**src/rtl/busca_pkg.sv**
```systemverilog
// Shared types and widths for the instruction fetch unit.
package busca_pkg;

  localparam int LARGURA_END            = 8;
  localparam int LARGURA_INSTR          = 8;
  localparam int LARGURA_CONT           = 16;
  localparam int ULTIMO_ENDERECO_PADRAO = 51;

  typedef enum logic [1:0] {
    OCIOSO = 2'd0,
    BUSCA  = 2'd1,
    FIM    = 2'd2
  } estado_t;

endpackage

```
**src/rtl/somador_de_endereco.sv**
```systemverilog
// Next-PC adder; with BUSCA_DESVIO_RELATIVO_EN also forms the PC-relative redirect target.
module somador_de_endereco
  import busca_pkg::*;
(
  input  logic [LARGURA_END-1:0] endereco,
`ifdef BUSCA_DESVIO_RELATIVO_EN
  input  logic [LARGURA_END-1:0] pc_base,
  input  logic [LARGURA_END-1:0] deslocamento,
  output logic [LARGURA_END-1:0] alvo_relativo,
`endif
  output logic [LARGURA_END-1:0] proximo
);

  // Both sums wrap modulo 2^LARGURA_END; a negative offset is just its two's complement.
  assign proximo = endereco + LARGURA_END'(1);

`ifdef BUSCA_DESVIO_RELATIVO_EN
  assign alvo_relativo = pc_base + deslocamento;
`endif

endmodule

```
**src/rtl/unidade_de_busca.sv**
```systemverilog
// Instruction fetch unit: one-entry output register with stall, redirect and end-of-program halt.
// Optional macro BUSCA_DESVIO_RELATIVO_EN adds modo_relativo for PC-relative redirects.
module unidade_de_busca
  import busca_pkg::*;
#(
  parameter int ULTIMO_ENDERECO = ULTIMO_ENDERECO_PADRAO,
  parameter int PC_INICIAL      = 0
) (
  input  logic                     clock,
  input  logic                     reset,
  input  logic                     habilita,
  output logic [LARGURA_END-1:0]   endereco,
  input  logic [LARGURA_INSTR-1:0] instrucao_mem,
  input  logic                     desvio,
  input  logic [LARGURA_END-1:0]   alvo_desvio,
`ifdef BUSCA_DESVIO_RELATIVO_EN
  input  logic                     modo_relativo,
`endif
  input  logic                     pronto_dec,
  output logic [LARGURA_INSTR-1:0] instrucao,
  output logic [LARGURA_END-1:0]   pc_instrucao,
  output logic                     valida,
  output logic                     parado,
  output logic [LARGURA_CONT-1:0]  total_buscas
);

  localparam logic [LARGURA_END-1:0] ULT = LARGURA_END'(ULTIMO_ENDERECO);
  localparam logic [LARGURA_END-1:0] PC0 = LARGURA_END'(PC_INICIAL);

  estado_t                  estado_q, estado_d;
  logic [LARGURA_END-1:0]   endereco_q, endereco_d;
  logic [LARGURA_INSTR-1:0] instrucao_q, instrucao_d;
  logic [LARGURA_END-1:0]   pc_instrucao_q, pc_instrucao_d;
  logic                     valida_q, valida_d;
  logic [LARGURA_CONT-1:0]  total_q, total_d;

  logic [LARGURA_END-1:0]   proximo;
  logic [LARGURA_END-1:0]   alvo;
  logic                     transfere;
  logic                     captura;

`ifdef BUSCA_DESVIO_RELATIVO_EN
  logic [LARGURA_END-1:0]   alvo_relativo;

  somador_de_endereco u_somador (
    .endereco      (endereco_q),
    .pc_base       (pc_instrucao_q),
    .deslocamento  (alvo_desvio),
    .alvo_relativo (alvo_relativo),
    .proximo       (proximo)
  );

  assign alvo = modo_relativo ? alvo_relativo : alvo_desvio;
`else
  somador_de_endereco u_somador (
    .endereco (endereco_q),
    .proximo  (proximo)
  );

  assign alvo = alvo_desvio;
`endif

  assign transfere = valida_q & pronto_dec;
  // Redirect wins over capture; the address guard keeps a bad reset PC from fetching.
  assign captura   = (estado_q == BUSCA) & (~valida_q | transfere) & ~desvio
                   & (endereco_q <= ULT);

  always_comb begin
    estado_d       = estado_q;
    endereco_d     = endereco_q;
    instrucao_d    = instrucao_q;
    pc_instrucao_d = pc_instrucao_q;
    valida_d       = valida_q;
    total_d        = total_q;

    if (transfere && (total_q != {LARGURA_CONT{1'b1}}))
      total_d = total_q + LARGURA_CONT'(1);

    if (desvio) begin
      endereco_d = alvo;
      valida_d   = 1'b0;
      if (alvo > ULT)     estado_d = FIM;
      else if (habilita)  estado_d = BUSCA;
      else                estado_d = OCIOSO;
    end else begin
      if (captura) begin
        instrucao_d    = instrucao_mem;
        pc_instrucao_d = endereco_q;
        valida_d       = 1'b1;
      end else if (transfere) begin
        valida_d = 1'b0;
      end

      unique case (estado_q)
        OCIOSO: if (habilita) estado_d = BUSCA;
        BUSCA: begin
          if (captura) begin
            if (endereco_q == ULT) estado_d = FIM;
            else                   endereco_d = proximo;
          end
          if (!habilita && !(captura && endereco_q == ULT)) estado_d = OCIOSO;
          if (endereco_q > ULT) estado_d = FIM;
        end
        FIM:     estado_d = FIM;
        default: estado_d = OCIOSO;
      endcase
    end
  end

  always_ff @(posedge clock or negedge reset) begin
    if (!reset) begin
      estado_q       <= OCIOSO;
      endereco_q     <= PC0;
      instrucao_q    <= '0;
      pc_instrucao_q <= '0;
      valida_q       <= 1'b0;
      total_q        <= '0;
    end else begin
      estado_q       <= estado_d;
      endereco_q     <= endereco_d;
      instrucao_q    <= instrucao_d;
      pc_instrucao_q <= pc_instrucao_d;
      valida_q       <= valida_d;
      total_q        <= total_d;
    end
  end

  assign endereco     = endereco_q;
  assign instrucao    = instrucao_q;
  assign pc_instrucao = pc_instrucao_q;
  assign valida       = valida_q;
  assign parado       = (estado_q == FIM);
  assign total_buscas = total_q;

endmodule

```
**config.mk**
```make
export PLATFORM = sky130hd
export DESIGN_NAME = unidade_de_busca
export DESIGN_NICKNAME = d
export VERILOG_FILES = /design/src/rtl/busca_pkg.sv /design/src/rtl/somador_de_endereco.sv /design/src/rtl/unidade_de_busca.sv
export SDC_FILE = /design/constraint.sdc
export NUM_CORES = 1
export LEC_CHECK = 0
export ABC_AREA = 1
export CAP_MARGIN = 20
export CORE_ASPECT_RATIO = 1.25
export CORE_UTILIZATION = 50
export CTS_CLUSTER_SIZE = 16
export DETAILED_ROUTE_END_ITERATION = 10
export PLACE_DENSITY = 0.79
export SLEW_MARGIN = 30
export SYNTH_ARGS = -nofsm -noshare
export SYNTH_HDL_FRONTEND = slang
export SYNTH_SLANG_ARGS = --single-unit
```
**constraint.sdc**
```tcl
create_clock -name clock -period 3 [get_ports clock]
set_input_delay 0.6 -clock clock [delete_from_list [all_inputs] [get_ports clock]]
set_output_delay 0.6 -clock clock [all_outputs]
set_load 0.03 [all_outputs]
```
==> results.tsv, run 1 <==
metric	value	unit
status	finished, final reports clean	
final_nets	378	
antenna_found_initial	0	
netSwitchingPower	0.926	mW
synth-edff-count	0	
required	3.17	ns
cts_root_buf	clkbuf_8	
yosysTopAreaCellShare	46.2	%
tightest_slew	0.538	ns
cts.path.max_buffers	2	
dieArea	4930	sq um
rrSetupSlack	1.16	ns
ys.warnings.count	0	
drtIter0Drc	143	
firstDrtPassIters	4	
dp_hpwl	3970	um
cts_tree	done	
num_vias	2097	
place.gp.congestion	0.874	
place_area	2970	sq um
drive_above_1_share	8.43	%
final_max_slew_viol_count	0	
critPathMaxFanout	21	
synth_ff_type	dfrtp_1	
end_kind	flip-flop	
grt_pass1_wl	8760	um
drv_cap	0	
finalSetupTns	0	ns
wl_per_cell	12.9	um
routed_via_density	5.07	
post_cts_resized	0	
seqPwrFrac	38.4	%
track_usage	23.1	%
synthArstFlopShare	100	%
relSlewSlack	64.1	%
power_frac_comb	41.6	%
syn_nets	316	
clk_latency	0.30	ns
grt_max_degree	44	
grt_overflow	0	
synth.area.top_cells	dfrtp_1, nand2_1, nand3_1	
cts_max_level	2	
avgSynthCellArea	7.94	sq um
wl_met3	224	um
swShare	40.3	%
start_util	52.6	%
final_cell_mix	nand2_1, clkdlybuf4s50_1, dfrtp_1	
remaining_drc_errors	0	
met2_length	2680	um
drt_wl_total	5340	um
finClkSkew	0.00260	ns
start_kind	primary input	
areaGrowthSynthToFinish	32.5	%
die_w	63.0	um
clkTransAtPathRegs	0.09	ns
cp.arrival	2.47	ns
hold_violations	0	
synth_top_area_cell	dfrtp_1	
fmaxAchievable	435	MHz
p_leak	1.44	nW
ys_seq_area_share	46.2	%
finalCritPeriodShare	76.6	%
cts_made_buffers	5	
diodes	0	
fin_crit	2.30	ns
p_int	1.37	mW
ctsHoldBuffers	0	
syn_area	2330	sq um
ir_drop	0.406	mV
top_layer_used	met4	
port_buffers	62	
power_density	746	nW/um^2
fill_cells	371	
die_h	78.3	um
cts_sinks	43	
post_cts_buffers	0	
ys_ff_latch	43	
rsz0062_at_grt	false	
antenna_left	0	
finalSetupViolCount	0	
rows	27	
met1_length	2260	um
worstSetupPathType	in -> reg	
synthCells	293	
pwr-share-clk	19.9	%
grt_pass1_vias	1917	
finalPower	2.30	mW
core_area	4430	sq um
min_path_type	in -> async	
io_pins	63	
stdcell_area	3080	sq um
final_common_cell	nand2_1	
ys_types	31	
==> state kept, by name, summed over array words and instances (netlist names) <==
name	cells
valida	1
instrucao	8
pc_instrucao	8
estado_q	2
endereco	8
total_buscas	16
==> worst max-delay path, cell delays in order <==
cell and delay [ns]:
clkdlybuf4s50_1 0.72, inv_2 0.07, nand3_1 0.15, clkinv_1 0.35
nand2_2 0.43, o21ai_0 0.14
==> stage by stage <==
step | utilization, % | hold WS (ns) | worst slack [ns] | std cells
global placement | 67.1 | 0.456 | 0.496 | 406
finish | 69.7 | 0.273 | 0.701 | 414
global route | 69.7 | 0.310 | 0.560 | 414
floorplan | - | 0.304 | 1.31 | 293
detailed placement | 67.1 | 0.466 | 0.424 | 406
CTS | 69.6 | 0.476 | 0.726 | 414
==> power by group through the flow <==
stage | registers (mW) | logic (mW) | clock network (mW)
6_report | 0.884 | 0.958 | 0.459
5_1_grt | 0.906 | 1.03 | 0.496
4_1_cts | 0.882 | 0.967 | 0.467
3_5_place_dp | 0.890 | 0.966 | 0
3_3_place_gp | 0.890 | 0.944 | 0
2_1_floorplan | 1.16 | 0.270 | 0
==> path summary, 6_finish.rpt <==
check | start | to | cells past startpoint
hold reg to reg | instrucao[6] | instrucao[6] | 2
setup reg to reg | endereco[0] | instrucao[2] | 8
min in group clock | instrucao[6] | instrucao[6] | 2
hold / removal | reset | total_buscas[2] | 1
max in group asynchronous | reset | estado_q[1] | 1
setup / recovery | desvio | valida | 6
==> final cells by class <==
class	instances	area [sq um]	area share, %
Clock inverter	3	43.8	1.42
Sequential cell	43	1080	34.9
Inverter	31	116	3.77
Clock buffer	5	68.8	2.23
Timing Repair Buffer	63	626	20.3
Tap cell	58	72.6	2.35
Multi-Input combinational cell	211	1080	35.0
==> kinds of logic after synthesis <==
family | Yosys count | synth area share (%)
XOR/XNOR | 14 | 5.27
AO/OA/AOI/OAI | 25 | 6.61
adder cells (fa/ha/maj) | 2 | 1.08
buffers and inverters | 39 | 7.36
AND/OR/NAND/NOR | 170 | 33.4
flip-flops | 43 | 46.2
==> metal layers <==
metal | track usage [%] | vias up
met3 | 5.09 | 16
li1 | - | 1053
met4 | 12.8 | 0
met2 | 38.5 | 71
met1 | 27.5 | 957
met5 | 0 | -
==> Yosys cell counts, drive strengths merged (3+ instances only) <==
cell and number:
nand2 96, dfrtp 43, nand3 35, inv 30, nor2 29, o21ai 19
xor2 9, buf 7, nand4 5, xnor2 5, nor3 4, o211ai 3
No activity file was read; power rests on OpenSTA's default activity.
==> run 2, diff against run 1 <==
--- a/config.mk
+++ b/config.mk
@@ -8,10 +8,10 @@
 export ABC_AREA = 1
 export CAP_MARGIN = 20
 export CORE_ASPECT_RATIO = 1.25
-export CORE_UTILIZATION = 50
+export CORE_UTILIZATION = 48
 export CTS_CLUSTER_SIZE = 16
 export DETAILED_ROUTE_END_ITERATION = 10
-export PLACE_DENSITY = 0.79
+export PLACE_DENSITY = 0.77
 export SLEW_MARGIN = 30
 export SYNTH_ARGS = -nofsm -noshare
 export SYNTH_HDL_FRONTEND = slang
==> constraint.sdc (replaced) <==
create_clock -name clock -period 2.19 [get_ports clock]
set_input_delay 0.438 -clock clock [delete_from_list [all_inputs] [get_ports clock]]
set_output_delay 0.438 -clock clock [all_outputs]
set_load 0.03 [all_outputs]
==> run 2 against run 1 <==
  * Critical path depth is 5 lower
  * Sequential power is 37% higher
  * Total power grew 32%
  * Design area barely moved
  * Hold slack worse by 0.27 ns
  * First-iteration DRC count is 7.0% higher
  * Global-route usage rose by 0.16 points
  * Via count increased by 2.6%
==> results.tsv, run 2 (synthesized netlist as in run 1, its figures left out) <==
metric	value	unit
finClkSkew	0.00808	ns
antenna_found_initial	0	
post_cts_resized	0	
netSwitchingPower	1.23	mW
status	finished, final reports clean	
power_frac_comb	43.3	%
final_core_util	68.2	%
critPathMaxFanout	8	
grt_pass1_wl	9240	um
finalSetupTns	0	ns
ctsHoldBuffers	0	
wl_per_cell	12.8	um
dieArea	5130	sq um
critical_path.cell_chain	clkdlybuf4s50_1	
worstSetupPathType	reg -> out	
num_vias	2152	
drive_above_1_share	9.19	%
cts_sinks	43	
core_area	4530	sq um
grt_pass1_vias	2074	
ir_drop	0.536	mV
p_leak	1.45	nW
cp.arrival	1.58	ns
fin_crit	2.02	ns
remaining_drc_errors	0	
hold_violations	0	
slowest_delay	0.74	ns
dp_hpwl	4130	um
cp_slowest_cell	clkdlybuf4s50_1	
required	1.75	ns
cts_max_level	2	
pwr-share-clk	16.8	%
track_usage	23.3	%
largest_reg_flops	16	
power_density	982	nW/um^2
clkTransAtPathRegs	0.08	ns
worst_slack	0.174	ns
clk_latency	0.30	ns
relSlewSlack	75.2	%
cts.path.max_buffers	2	
crit_family	buffers and inverters	
tightest_slew	0.370	ns
final_nets	382	
drv_cap	0	
end_kind	output port	
regArea	1080	sq um
diodes	0	
final_common_cell	nand2_1	
io_pins	63	
fill_cells	411	
min_path_type	in -> async	
cp_num_buf_inv	1	
seqPwrFrac	40.0	%
pre_cts_slack	0.149	ns
rsz0062_at_grt	false	
cts_made_buffers	5	
rows	27	
grt_overflow	0	
start_util	51.4	%
final_cell_mix	nand2_1, clkdlybuf4s50_1, dfrtp_1	
place.gp.congestion	0.883	
grt_max_degree	22	
finalCritPeriodShare	92.1	%
swShare	40.7	%
die_h	79.9	um
finalSetupViolCount	0	
die_w	64.3	um
drtIter0Drc	153	
routed_via_density	5.16	
multi_input_area	1080	sq um
p_int	1.80	mW
post_cts_buffers	0	
areaGrowthSynthToFinish	32.6	%
cts_tree	done	
port_buffers	62	
drt_wl_total	5330	um
fmaxAchievable	496	MHz
final_max_slew_viol_count	0	
antenna_left	0	
firstDrtPassIters	4	
cts_root_buf	clkbuf_8	
start_kind	flip-flop	
run 2: cell count changes in the layout (fill, tap and decap cells not counted), sizes merged:
cell / previous run / this run
clkbuf: 5 / 6
buf: 2 / 6
clkinv: 3 / 2
bufinv: 1 / 0
run 2: final timing paths:
path	start	endpoint	slack, ns	depth (start not counted)
max reg2reg	endereco[0]	pc_instrucao[4]	0.33	8
min in group clock	instrucao[4]	instrucao[4]	0.48	2
min	reset	total_buscas[4]	0.004	1
max in group asynchronous	reset	instrucao[0]	1.65	2
max	endereco[3]	endereco[3]	0.17	1
min reg2reg	instrucao[4]	instrucao[4]	0.48	2
run 2: final cells by class:
cell class                 count  area share [%]
tap                           58            2.35
inverter                      31            3.77
multi-input combinational    211            35.0
clock buffer                   6            2.68
timing repair buffer          67            21.2
clock inverter                 1           0.162
sequential                    43            34.9
run 2: power by group through the flow:
stage	combinational (mW)	sequential, mW	clock [mW]
after floorplan	0.369	1.59	0
after global placement	1.30	1.22	0
after detailed placement	1.32	1.22	0
after CTS	1.32	1.21	0.521
after global routing	1.41	1.24	0.554
final	1.31	1.21	0.508
run 2: metal layers:
layer  routed length, um  track usage, %
met1                2240            28.0
met5                   0               0
met2                2780            40.2
met4                  95            9.11
met3                 216            5.00
run 2: stage by stage:
stage	total power [mW]	area, sq um	hold slack [ns]	instances
detailed placement	2.54	3000	0.328	410
CTS	3.05	3090	0.00448	417
global placement	2.52	3000	0.327	410
floorplan	1.96	2330	0.142	293
global route	3.21	3090	0.00678	417
finish	3.03	3090	0.00350	417
==> run 3, diff against run 2 <==
--- a/config.mk
+++ b/config.mk
@@ -8,10 +8,11 @@
 export ABC_AREA = 1
 export CAP_MARGIN = 20
 export CORE_ASPECT_RATIO = 1.25
-export CORE_UTILIZATION = 48
+export CORE_UTILIZATION = 50
 export CTS_CLUSTER_SIZE = 16
 export DETAILED_ROUTE_END_ITERATION = 10
-export PLACE_DENSITY = 0.77
+export GPL_ROUTABILITY_DRIVEN = 1
+export PLACE_DENSITY = 0.79
 export SLEW_MARGIN = 30
 export SYNTH_ARGS = -nofsm -noshare
 export SYNTH_HDL_FRONTEND = slang
==> constraint.sdc (replaced) <==
create_clock -name clock -period 2.55 [get_ports clock]
set_input_delay 0.51 -clock clock [delete_from_list [all_inputs] [get_ports clock]]
set_output_delay 0.51 -clock clock [all_outputs]
set_load 0.03 [all_outputs]
==> run 3 against run 2 <==
  * Clock-buffer cell count increased by 1
  * Sequential cell count unchanged
  * Routed wire length decreased by 0.38%
  * Clock skew about the same
  * Critical path type unchanged
  * Highest routed layer unchanged
==> results.tsv, run 3 (synthesized netlist as in run 1, its figures left out) <==
metric	value	unit
dieArea	4930	sq um
diodes	0	
power_density	857	nW/um^2
final_common_cell	nand2_1	
post_cts_buffers	0	
fin_crit	2.08	ns
rsz0062_at_grt	false	
grt_pass1_wl	9280	um
areaGrowthSynthToFinish	33.0	%
rrSetupSlack	0.69	ns
cp.arrival	1.57	ns
cts_sinks	43	
post_cts_resized	0	
cts_tree	done	
routed_via_density	5.05	
drtIter0Drc	103	
num_vias	2104	
min_path_type	in -> async	
p_leak	1.45	nW
die_w	63.0	um
final_cell_mix	nand2_1, clkdlybuf4s50_1, dfrtp_1	
grt_overflow	0	
start_kind	flip-flop	
grt_pass1_vias	2071	
finClkSkew	0.00855	ns
tightest_slew	0.536	ns
dp_hpwl	4040	um
largest_reg_flops	16	
antenna_left	0	
track_usage	24.4	%
ir_drop	0.654	mV
remaining_drc_errors	0	
timing.hold.ws	0.273	ns
seqPwrFrac	39.1	%
drive_above_1_share	9.19	%
end_kind	output port	
port_buffers	62	
r2r_cells	8	
finalCritPeriodShare	81.6	%
ctsHoldBuffers	0	
wl_per_cell	12.7	um
finalSetupTns	0	ns
swShare	40.7	%
cp_num_buf_inv	1	
status	finished, final reports clean	
clkTransAtPathRegs	0.08	ns
finalPower	2.65	mW
required	2.04	ns
hold_violations	0	
power_frac_comb	42.5	%
cts_root_buf	clkbuf_8	
core_area	4430	sq um
p_int	1.57	mW
final_nets	381	
drv_cap	0	
drt_wl_total	5310	um
slowest_delay	0.73	ns
critPathMaxFanout	8	
io_pins	63	
worstSetupPathType	reg -> out	
fmaxAchievable	481	MHz
cts_made_buffers	5	
start_util	52.6	%
cp_slowest_cell	clkdlybuf4s50_1	
clk_latency	0.30	ns
place.gp.congestion	0.883	
cts.path.max_buffers	2	
critical_path.cell_chain	clkdlybuf4s50_1	
firstDrtPassIters	4	
cts_max_level	2	
final_max_slew_viol_count	0	
die_h	78.3	um
grt_max_degree	44	
r2r_end	pc_instrucao[4]	
netSwitchingPower	1.08	mW
crit_family	buffers and inverters	
finalSetupViolCount	0	
antenna_found_initial	0	
r2r_start	endereco[0]	
pwr-share-clk	18.3	%
relSlewSlack	64.3	%
rows	27	
fill_cells	382	
[run 3: cell types whose count changed in the layout (fill, tap and decap cells not counted)]
cell / change
buf_4: -1
clkbuf_8: +1
clkinv_2: -1
clkinvlp_4: +1
[run 3: worst max path at each step]
| stage | depth (start not counted) | to | slack (ns) | start |
|---|---|---|---|---|
| after floorplan | 9 | pc_instrucao[3] | 0.86 | endereco[0] |
| after global placement | 7 | valida | 0.53 | pronto_dec |
| after detailed placement | 7 | valida | 0.41 | pronto_dec |
| after CTS | 1 | endereco[3] | 0.47 | endereco[3] |
| after global routing | 1 | endereco[3] | 0.43 | endereco[3] |
| final | 1 | endereco[3] | 0.47 | endereco[3] |
[run 3: cell type report]
class                   count  area, sq um  area share, %
clock buffers               7         96.3           3.11
multi-input cells         211         1080           34.9
repair buffers             66          646           20.9
flip-flops and latches     43         1080           34.8
inverters                  31          116           3.76
clock inverters             1         7.51          0.243
well taps                  58         72.6           2.35
[run 3: power by group through the flow]
stage / combinational (mW) / sequential, mW / clock, mW
finish: 1.13 / 1.04 / 0.486
global route: 1.21 / 1.07 / 0.524
CTS: 1.14 / 1.04 / 0.499
detailed placement: 1.14 / 1.05 / 0
global placement: 1.11 / 1.04 / 0
floorplan: 0.317 / 1.36 / 0
[run 3: routing by layer]
| layer | share of wire (%) | vias to the layer above | track usage (%) |
|---|---|---|---|
| li1 | - | 1059 | - |
| met1 | 42 | 970 | 29.2 |
| met2 | 50 | 55 | 41.0 |
| met3 | 2.9 | 20 | 4.51 |
| met4 | 4.3 | 0 | 13.5 |
| met5 | 0 | - | 0 |
[run 3: through the flow]
stage,instances,cell area [sq um],utilization [%],worst slack [ns]
2_1_floorplan,293,2330,-,0.862
3_3_place_gp,409,2990,67.6,0.529
3_5_place_dp,409,2990,67.6,0.411
4_1_cts,417,3090,69.9,0.473
5_1_grt,417,3090,69.9,0.431
6_report,417,3090,69.9,0.470
